$ cat config.mk
export PLATFORM = sky130hd
export DESIGN_NAME = f2s_pulse_sched
export DESIGN_NICKNAME = d
export VERILOG_FILES = /design/src/rtl/f2s_pulse_sched.sv
export SDC_FILE = /design/constraint.sdc
export NUM_CORES = 1
export LEC_CHECK = 0
export ABC_AREA = 0
export BUFFER_PORTS_ARGS = -buffer_cell sky130_fd_sc_hd__buf_4
export CAP_MARGIN = 15
export CELL_PAD_IN_SITES_DETAIL_PLACEMENT = 0
export CELL_PAD_IN_SITES_GLOBAL_PLACEMENT = 1
export CORE_UTILIZATION = 39
export CTS_BUF_LIST = sky130_fd_sc_hd__clkbuf_16
export DETAILED_ROUTE_END_ITERATION = 8
export GPL_ROUTABILITY_DRIVEN = 0
export PLACE_DENSITY = 0.73
export RECOVER_POWER = 25
export SLEW_MARGIN = 20
export SYNTH_ARGS = -nofsm -noshare
export SYNTH_HDL_FRONTEND = slang
export SYNTH_HIERARCHICAL = 1
export SYNTH_SLANG_ARGS = --single-unit
$ cat constraint.sdc
create_clock -name aclk -period 2.4 [get_ports aclk]
set_clock_uncertainty 0.2 [all_clocks]
set_input_delay 0.48 -clock aclk [delete_from_list [all_inputs] [get_ports aclk]]
set_output_delay 0.48 -clock aclk [all_outputs]
set_load 0.01 [all_outputs]
$ cat src/rtl/f2s_pulse_sched.sv
// Source-domain scheduler sharing one feedback-handshake pulse synchronizer
// channel among N_REQ requesters, with round-robin grant and HOLD timeout.

module f2s_pulse_lane (
  input  logic aclk,
  input  logic rst,
  input  logic evt,
  input  logic clr,
  input  logic fin,
  output logic pend,
  output logic overrun,
  output logic done
);
  // A new event wins over a same-cycle grant clear; it only coalesces if it
  // lands on a still-pending (not just granted) event.
  always_ff @(posedge aclk or posedge rst) begin
    if (rst) begin
      pend    <= 1'b0;
      overrun <= 1'b0;
      done    <= 1'b0;
    end else begin
      pend    <= evt | (pend & ~clr);
      overrun <= evt & pend & ~clr;
      done    <= fin;
    end
  end
endmodule

module f2s_pulse_sched #(
  parameter int N_REQ   = 4,
  parameter int ID_W    = 2,
  parameter int TIMEOUT = 255,
  parameter int TO_W    = 8
) (
  input  logic             aclk,
  input  logic             rst,
  input  logic [N_REQ-1:0] req_pulse,
  input  logic             sync_ack,
  output logic             sync_req,
  output logic [ID_W-1:0]  sync_id,
  output logic [N_REQ-1:0] pend,
  output logic [N_REQ-1:0] done,
  output logic [N_REQ-1:0] overrun,
  output logic             err_timeout,
  output logic             busy
);
  localparam logic [1:0]      IDLE    = 2'd0;
  localparam logic [1:0]      HOLD    = 2'd1;
  localparam logic [1:0]      RELEASE = 2'd2;
  localparam logic [ID_W-1:0] LAST    = ID_W'(N_REQ - 1);
  localparam logic [TO_W-1:0] TO_LIM  = TO_W'(TIMEOUT);

  logic [1:0]       state;
  logic [ID_W-1:0]  ptr;
  logic [TO_W-1:0]  cnt;
  logic             acked;
  logic             grant_go;
  logic             grant_hit;
  logic [ID_W-1:0]  grant_idx;
  logic [ID_W-1:0]  idx;
  logic             rel_done;
  logic [N_REQ-1:0] clr;
  logic [N_REQ-1:0] fin;

  // First pending bit strictly after ptr, wrapping at N_REQ-1.
  always_comb begin
    grant_hit = 1'b0;
    grant_idx = '0;
    idx       = ptr;
    for (int k = 0; k < N_REQ; k++) begin
      idx = (idx == LAST) ? '0 : idx + 1'b1;
      if (!grant_hit && pend[idx]) begin
        grant_hit = 1'b1;
        grant_idx = idx;
      end
    end
  end

  // A still-high ack in IDLE is stale from the last transaction; never grant on it.
  assign grant_go = (state == IDLE) && grant_hit && !sync_ack;
  assign rel_done = (state == RELEASE) && !sync_ack;
  assign busy     = (state != IDLE);

  always_comb begin
    clr = '0;
    fin = '0;
    for (int i = 0; i < N_REQ; i++) begin
      clr[i] = grant_go && (grant_idx == ID_W'(i));
      fin[i] = rel_done && acked && (sync_id == ID_W'(i));
    end
  end

  for (genvar i = 0; i < N_REQ; i++) begin : g_lane
    f2s_pulse_lane u_lane (
      .aclk    (aclk),
      .rst     (rst),
      .evt     (req_pulse[i]),
      .clr     (clr[i]),
      .fin     (fin[i]),
      .pend    (pend[i]),
      .overrun (overrun[i]),
      .done    (done[i])
    );
  end

  always_ff @(posedge aclk or posedge rst) begin
    if (rst) begin
      state       <= IDLE;
      ptr         <= LAST;
      sync_id     <= '0;
      sync_req    <= 1'b0;
      cnt         <= '0;
      acked       <= 1'b0;
      err_timeout <= 1'b0;
    end else begin
      err_timeout <= 1'b0;
      case (state)
        IDLE: begin
          if (grant_go) begin
            sync_id  <= grant_idx;
            ptr      <= grant_idx;
            sync_req <= 1'b1;
            cnt      <= '0;
            acked    <= 1'b0;
            state    <= HOLD;
          end
        end
        HOLD: begin
          if (sync_ack) begin
            sync_req <= 1'b0;
            acked    <= 1'b1;
            state    <= RELEASE;
          end else if (cnt == TO_LIM) begin
            sync_req    <= 1'b0;
            err_timeout <= 1'b1;
            state       <= RELEASE;
          end else begin
            cnt <= cnt + 1'b1;
          end
        end
        RELEASE: begin
          if (!sync_ack) state <= IDLE;
        end
        default: begin
          sync_req <= 1'b0;
          state    <= IDLE;
        end
      endcase
    end
  end
endmodule

# Word-level counts from Yosys, hierarchy flattened
# Cells that the tools add are included.
[word_totals]
regBits = 29
inputBits = 7
output_inout_bits = 17
word_cells = 136
[op_classes]
addsub = 5
n_lt_le_gt_ge = 4
eq_ne = 19
muxes = 39
bitwise = 21
n_reduce_logical = 29
[ops]
columns = ["operator", "count"]
rows = [
  ["$mux 2", 12],
  ["$mux 8", 3],
  ["$eq 2x2->1 const B", 9],
  ["$mux 1", 16],
  ["$pmux 8 s2", 1],
  ["$logic_and 1x1->1", 15],
  ["$and 1x1->1", 12],
  ["$lt 2x3->1 const B", 4],
  ["$ne 2x2->1 const B", 5],
  ["$reduce_and 3->1", 3],
  ["$add 2x1->2 const B", 4],
  ["$add 8x1->8 const B", 1],
  ["$bmux 1 s2", 4],
  ["$eq 8x8->1 const B", 1],
  ["$eq 2x1->1 const B", 3],
  ["$logic_not 2->1", 3],
  ["$pmux 2 s3", 1],
  ["$not 1->1", 5],
  ["$logic_not 1->1", 4],
  ["$or 1x1->1", 4],
  ["$reduce_and 4->1", 1],
  ["$reduce_bool 2->1", 2],
  ["$ne 3x3->1 const B", 1],
  ["$pmux 1 s3", 1],
  ["other kinds (2)", 2],
]

# Logic depth before layout (Yosys ltp)
[logic_depth]
ltp_word = 20
depth_mapped = 9
ltp_nobuf = 8

# Hierarchy
# Netlist, hierarchy kept.
[modules_own_cells]
columns = ["module", "instances", "cells_each", "area_per_inst_um2", "seq_area_each_um2"]
rows = [
  ["f2s_pulse_sched", 1, 139, 1222.4, 427.9],
  ["f2s_pulse_lane", 4, 7, 96.3, 75.1],
]

# Least setup slack after synthesis
# Ideal clock, no wire load.
[synth_timing]
path_type = "flip-flop to flip-flop"
from = "reg ptr[0]"
to = "reg g_lane[3].u_lane.pend"
setup_time_ns = 0.118
t_arrival_ns = 1.963
required_ns = 2.082
setup_slack_ns = 0.119
stages_incl_launch_ff = 10
n_path_buf = 1
period_less_slack_ns = 2.281
cell_sequence = "dfstp_2 > ha_1 > buf_2 > nor3b_1 > o21ai_0 > a22oi_1 > o32ai_2 > nor3b_1 > inv_1 > a21o_1"
[synth_via]
elab_chain_cells = 20
word_cells_on_any_way = 41
cone_classes = "add/sub: 4; eq/ne: 5; mux: 20; bitwise: 3; reduce/logical: 9"
[synth_rtl]
columns = ["item", "line", "source"]
rows = [
  ["start: declaration", "54", "logic [ID_W-1:0] ptr;"],
  ["start signal: assignment", "121", "ptr <= grant_idx;"],
  ["$add 2x1->2 / $eq 2x2->1 (equally long branches)", "71", "idx = (idx == LAST) ? '0 : idx + 1'b1;"],
  ["$mux 2 (*)", "71", ""],
  ["parallel branches: the longest is 14 deep, another holds $add 2x1->2", "n/a", ""],
  ["$logic_and 1x1->1 (*)", "88", "clr[i] = grant_go && (grant_idx == ID_W'(i));"],
  ["via clr[3]", "62", "logic [N_REQ-1:0] clr;"],
  ["$not 1->1 (*)", "22", "pend <= evt | (pend & ~clr);"],
  ["$and 1x1->1 (*)", "22", ""],
  ["$or 1x1->1 (*)", "22", ""],
  ["end signal: assignment", "22", ""],
  ["end: declaration", "10", "output logic pend,"],
]
# Mark *: on every way through the listed nets, which the timed path passes. The select of a mux whose other input is x is not followed.
# A chain may end at the register's enable or synchronous reset.

# Worst setup path in the final report
[layout_timing]
from = "reg ptr[1]"
to = "reg g_lane[3].u_lane.pend"
# Same word-level chain as after synthesis.

==> results by group <==
Clock tree
  • TritonCTS buffer count: 5
  • CTS tree: done
  • Clk pin slew, worst setup/hold paths: 0.05 ns
  • Clock root buffer master: clkbuf_16
  • CTS Buffer Depth: 2
  • Clk_lat worst skew: 0.27 ns
  • CTS H-tree lvls: 2
  • TritonCTS Sinks: 29

Timing
  • Post-route minimum period: 2.416 ns
  • Final hold vios: 0
  • Actual transition at the worst max-transition pin: 0.6482 ns
  • Worst setup margin: -0.01563 ns
  • # setup viols final: 2
  • Fin. max-slew vios: 0
  • Worst slew margin: 56.74%
  • Fmax: 0.4140 GHz
  • Final cycle utilization of the critical path: 100.7%
  • Unrepaired setup endpoints after global routing: true

Critical path
  • WP data required: 2.36 ns
  • CP top delay family: flip-flops
  • Worst setup SP type: flip-flop
  • CP startpoint: ptr[1]$_DFFE_PP1P_
  • Worst setup EP type: flip-flop
  • CP max stage cell: dfstp_2
  • Critical path, cell by cell: ha_4 > buf_12 > mux2i_4 > nor4_4 > o22ai_2 > o211ai_1 > nor3b_2 > inv_1 > a21o_1
  • Buf+Inv Stages, Crit Path: 2
  • Arr. time, crit path: 2.37 ns
  • CP max FO: 4
  • Delay of the slowest critical-path stage: 0.55 ns
  • Critical R2R Launch: ptr[1]$_DFFE_PP1P_
  • Crit path kind: reg2reg

Routing
  • M1 WL: 1.490 mm
  • # DRC: 0
  • Met3 WL post-DR: 114 um
  • WL met2: 1.752 mm
  • Final WL: 3.418 mm
  • Post-route ant nets: 0
  • Via/cell ratio: 5.414
  • Drt first pass iters: 4
  • Top sig layer: met4
  • Wirelength per Cell: 13.73 um
  • Starting DRT DRC Count: 91
  • Vias post-DR: 1348

Status
  • Status: complete, but fails checks
  • Failing checks: setup timing

Power and ir drop
  • Max IR drop VDD: 0.5306 mV
  • Pleak: 0.9502 nW
  • Pwr Density: 1350 mW/mm2

Global routing
  • Vias in the first global route: 1262
  • Largest net degree at the start of global routing: 18
  • GRT overflow: 0
  • Initial antenna violation count: 0
  • First-pass GRT wire length: 5.595 mm
  • GRT Util Overall: 17.26%

Finish
  • Commonest non-fill, non-tap cell in the layout: buf_4
  • Most frequent cells in the layout: buf_4, dfrtp_1, nand2_1
  • Layout cells sized above 1: 28.86%
  • Final net count: 209
  • Area Growth Syn to Fin: 30.97%
  • Post-route cell area: 0.002106 mm2
  • Post-layout util: 55.43%
  • # diodes: 0

Floorplan
  • Die Area: 0.004383 mm2
  • Boundary pin count: 24
  • Die Y-Extent: 66.21 um
  • Initial Util: 42.33%
  • Core area: 0.003799 mm2
  • Row count: 22
  • Die X-Extent: 66.21 um

Min path
  • Hold Crit Start: req_pulse[2]
  • Hold crit path type: in2reg

Synthesis
  • Warnings from Yosys: 6
  • Mapped Cells: 167
  • Number of flops mapped to enable cells by yosys: 0
  • Synthesized area: 0.001608 mm2
  • Number of library cell types mapped by synthesis: 51
  • Syn_area_per_cell: 9.627 um2
  • Ys async rst share: 100.0%
  • Mapped Nets: 176
  • Yosys reg bits: 29
  • Top_reg_cell synth: dfrtp_1
  • Register area share after synthesis: 45.29%

Placement
  • Number of port buffers: 23
  • DP Area: 0.001858 mm2
  • DP HPWL: 2.400 mm

Flow run
  • Max Cap Viol: 0
==> final timing paths <==
path,end,slack [ns],depth (start not counted)
worst max-delay path,g_lane[3].u_lane/pend$_DFF_PP0_,-0.02,9
worst min-delay path,g_lane[2].u_lane/pend$_DFF_PP0_,0.19,2
worst max register to register,g_lane[3].u_lane/pend$_DFF_PP0_,-0.02,9
worst min register to register,sync_req$_DFFE_PP0P_,0.28,2
max in group asynchronous,err_timeout$_DFF_PP0_,0.87,3
min in group asynchronous,g_lane[0].u_lane/done$_DFF_PP0_,0.48,3
==> power breakdown <==
group	total (mW)	switching, mW	internal [mW]	leakage, nW
Sequential	0.848	0.200	0.648	0.357
Combinational	1.42	0.666	0.754	0.524
Clock	0.576	0.203	0.373	0.0687
==> flip-flops by register name, summed over array words and instances (netlist names) <==
name / cells
g_lane.u_lane/done: 4
state: 2
cnt: 8
acked: 1
sync_id: 2
sync_req: 1
ptr: 2
g_lane.u_lane/pend: 4
err_timeout: 1
g_lane.u_lane/overrun: 4
==> cells by family (layout without fill, tap and decap cells) <==
kind of cell | count (synthesis) | after routing | synth area share [%]
AND/OR/NAND/NOR | 65 | 65 | 23.04
flip-flops | 29 | 29 | 45.29
AO/OA/AOI/OAI | 40 | 40 | 19.07
multiplexers | 4 | 4 | 2.568
XOR/XNOR | 2 | 2 | 1.090
buffers and inverters | 25 | 59 | 7.393
adder cells (fa/ha/maj) | 2 | 2 | 1.556
==> worst reg2reg max path, stage by stage, from the launching register on <==
cell and delay (ns):
dfstp_2 0.55, ha_4 0.23, buf_12 0.13, mux2i_4 0.20, nor4_4 0.26, o22ai_2 0.13, o211ai_1 0.13, nor3b_2 0.22
inv_1 0.08, a21o_1 0.18
==> layer usage <==
metal | vias to the layer above | global-route usage [%]
met5 | - | 0
met4 | 0 | 8.511
met3 | 7 | 4.138
met2 | 22 | 29.85
met1 | 659 | 19.70
li1 | 660 | -
==> synthesized netlist by cell type, types with 3 or more instances <==
cell / instances / area [um2]
dfrtp_1: 27 / 675.7
nand2_1: 16 / 60.06
inv_1: 15 / 56.30
o21ai_0: 12 / 60.06
nor2_1: 11 / 41.29
and3_1: 7 / 43.79
nand3_1: 5 / 25.02
nor3b_1: 5 / 37.54
a21o_1: 4 / 30.03
buf_2: 4 / 20.02
a21oi_1: 3 / 15.01
mux2i_1: 3 / 30.03
nor2b_1: 3 / 18.77
nor4_1: 3 / 18.77
==> per-stage QoR <==
stage / TNS, ns / total power [mW] / hold slack, ns / std cells / setup WS (ns)
after floorplan: 0 / 1.593 / 0.03364 / 167 / 0.1187
after global placement: -0.02199 / 2.006 / 0.1848 / 237 / -0.01150
after detailed placement: -0.3539 / 2.026 / 0.1862 / 237 / -0.05452
after CTS: 0 / 2.667 / 0.1846 / 247 / 0.002712
after global routing: -0.4101 / 3.037 / 0.2012 / 249 / -0.1315
final: -0.02279 / 2.843 / 0.1888 / 249 / -0.01563
==> cell type report <==
type / instances / area [um2]
clock buffers: 5 / 125.1
clock inverters: 3 / 12.51
fillers: 344 / 1693
inverters: 15 / 56.30
multi-input cells: 113 / 845.8
flip-flops and latches: 29 / 728.2
well taps: 48 / 60.06
repair buffers: 36 / 277.8
==> repair_timing <==
| action | 4_1_cts | 5_1_grt |
|---|---|---|
| setup endpoints to repair | 8 | 10 |
| buffers inserted | 1 | 2 |
| hold buffers | 1 | 0 |
| hold endpoints to repair | 12 | 0 |
| resized for setup | 3 | 11 |
| pin swaps | 2 | 6 |
Note: power is estimated with default switching activity, not from simulation.
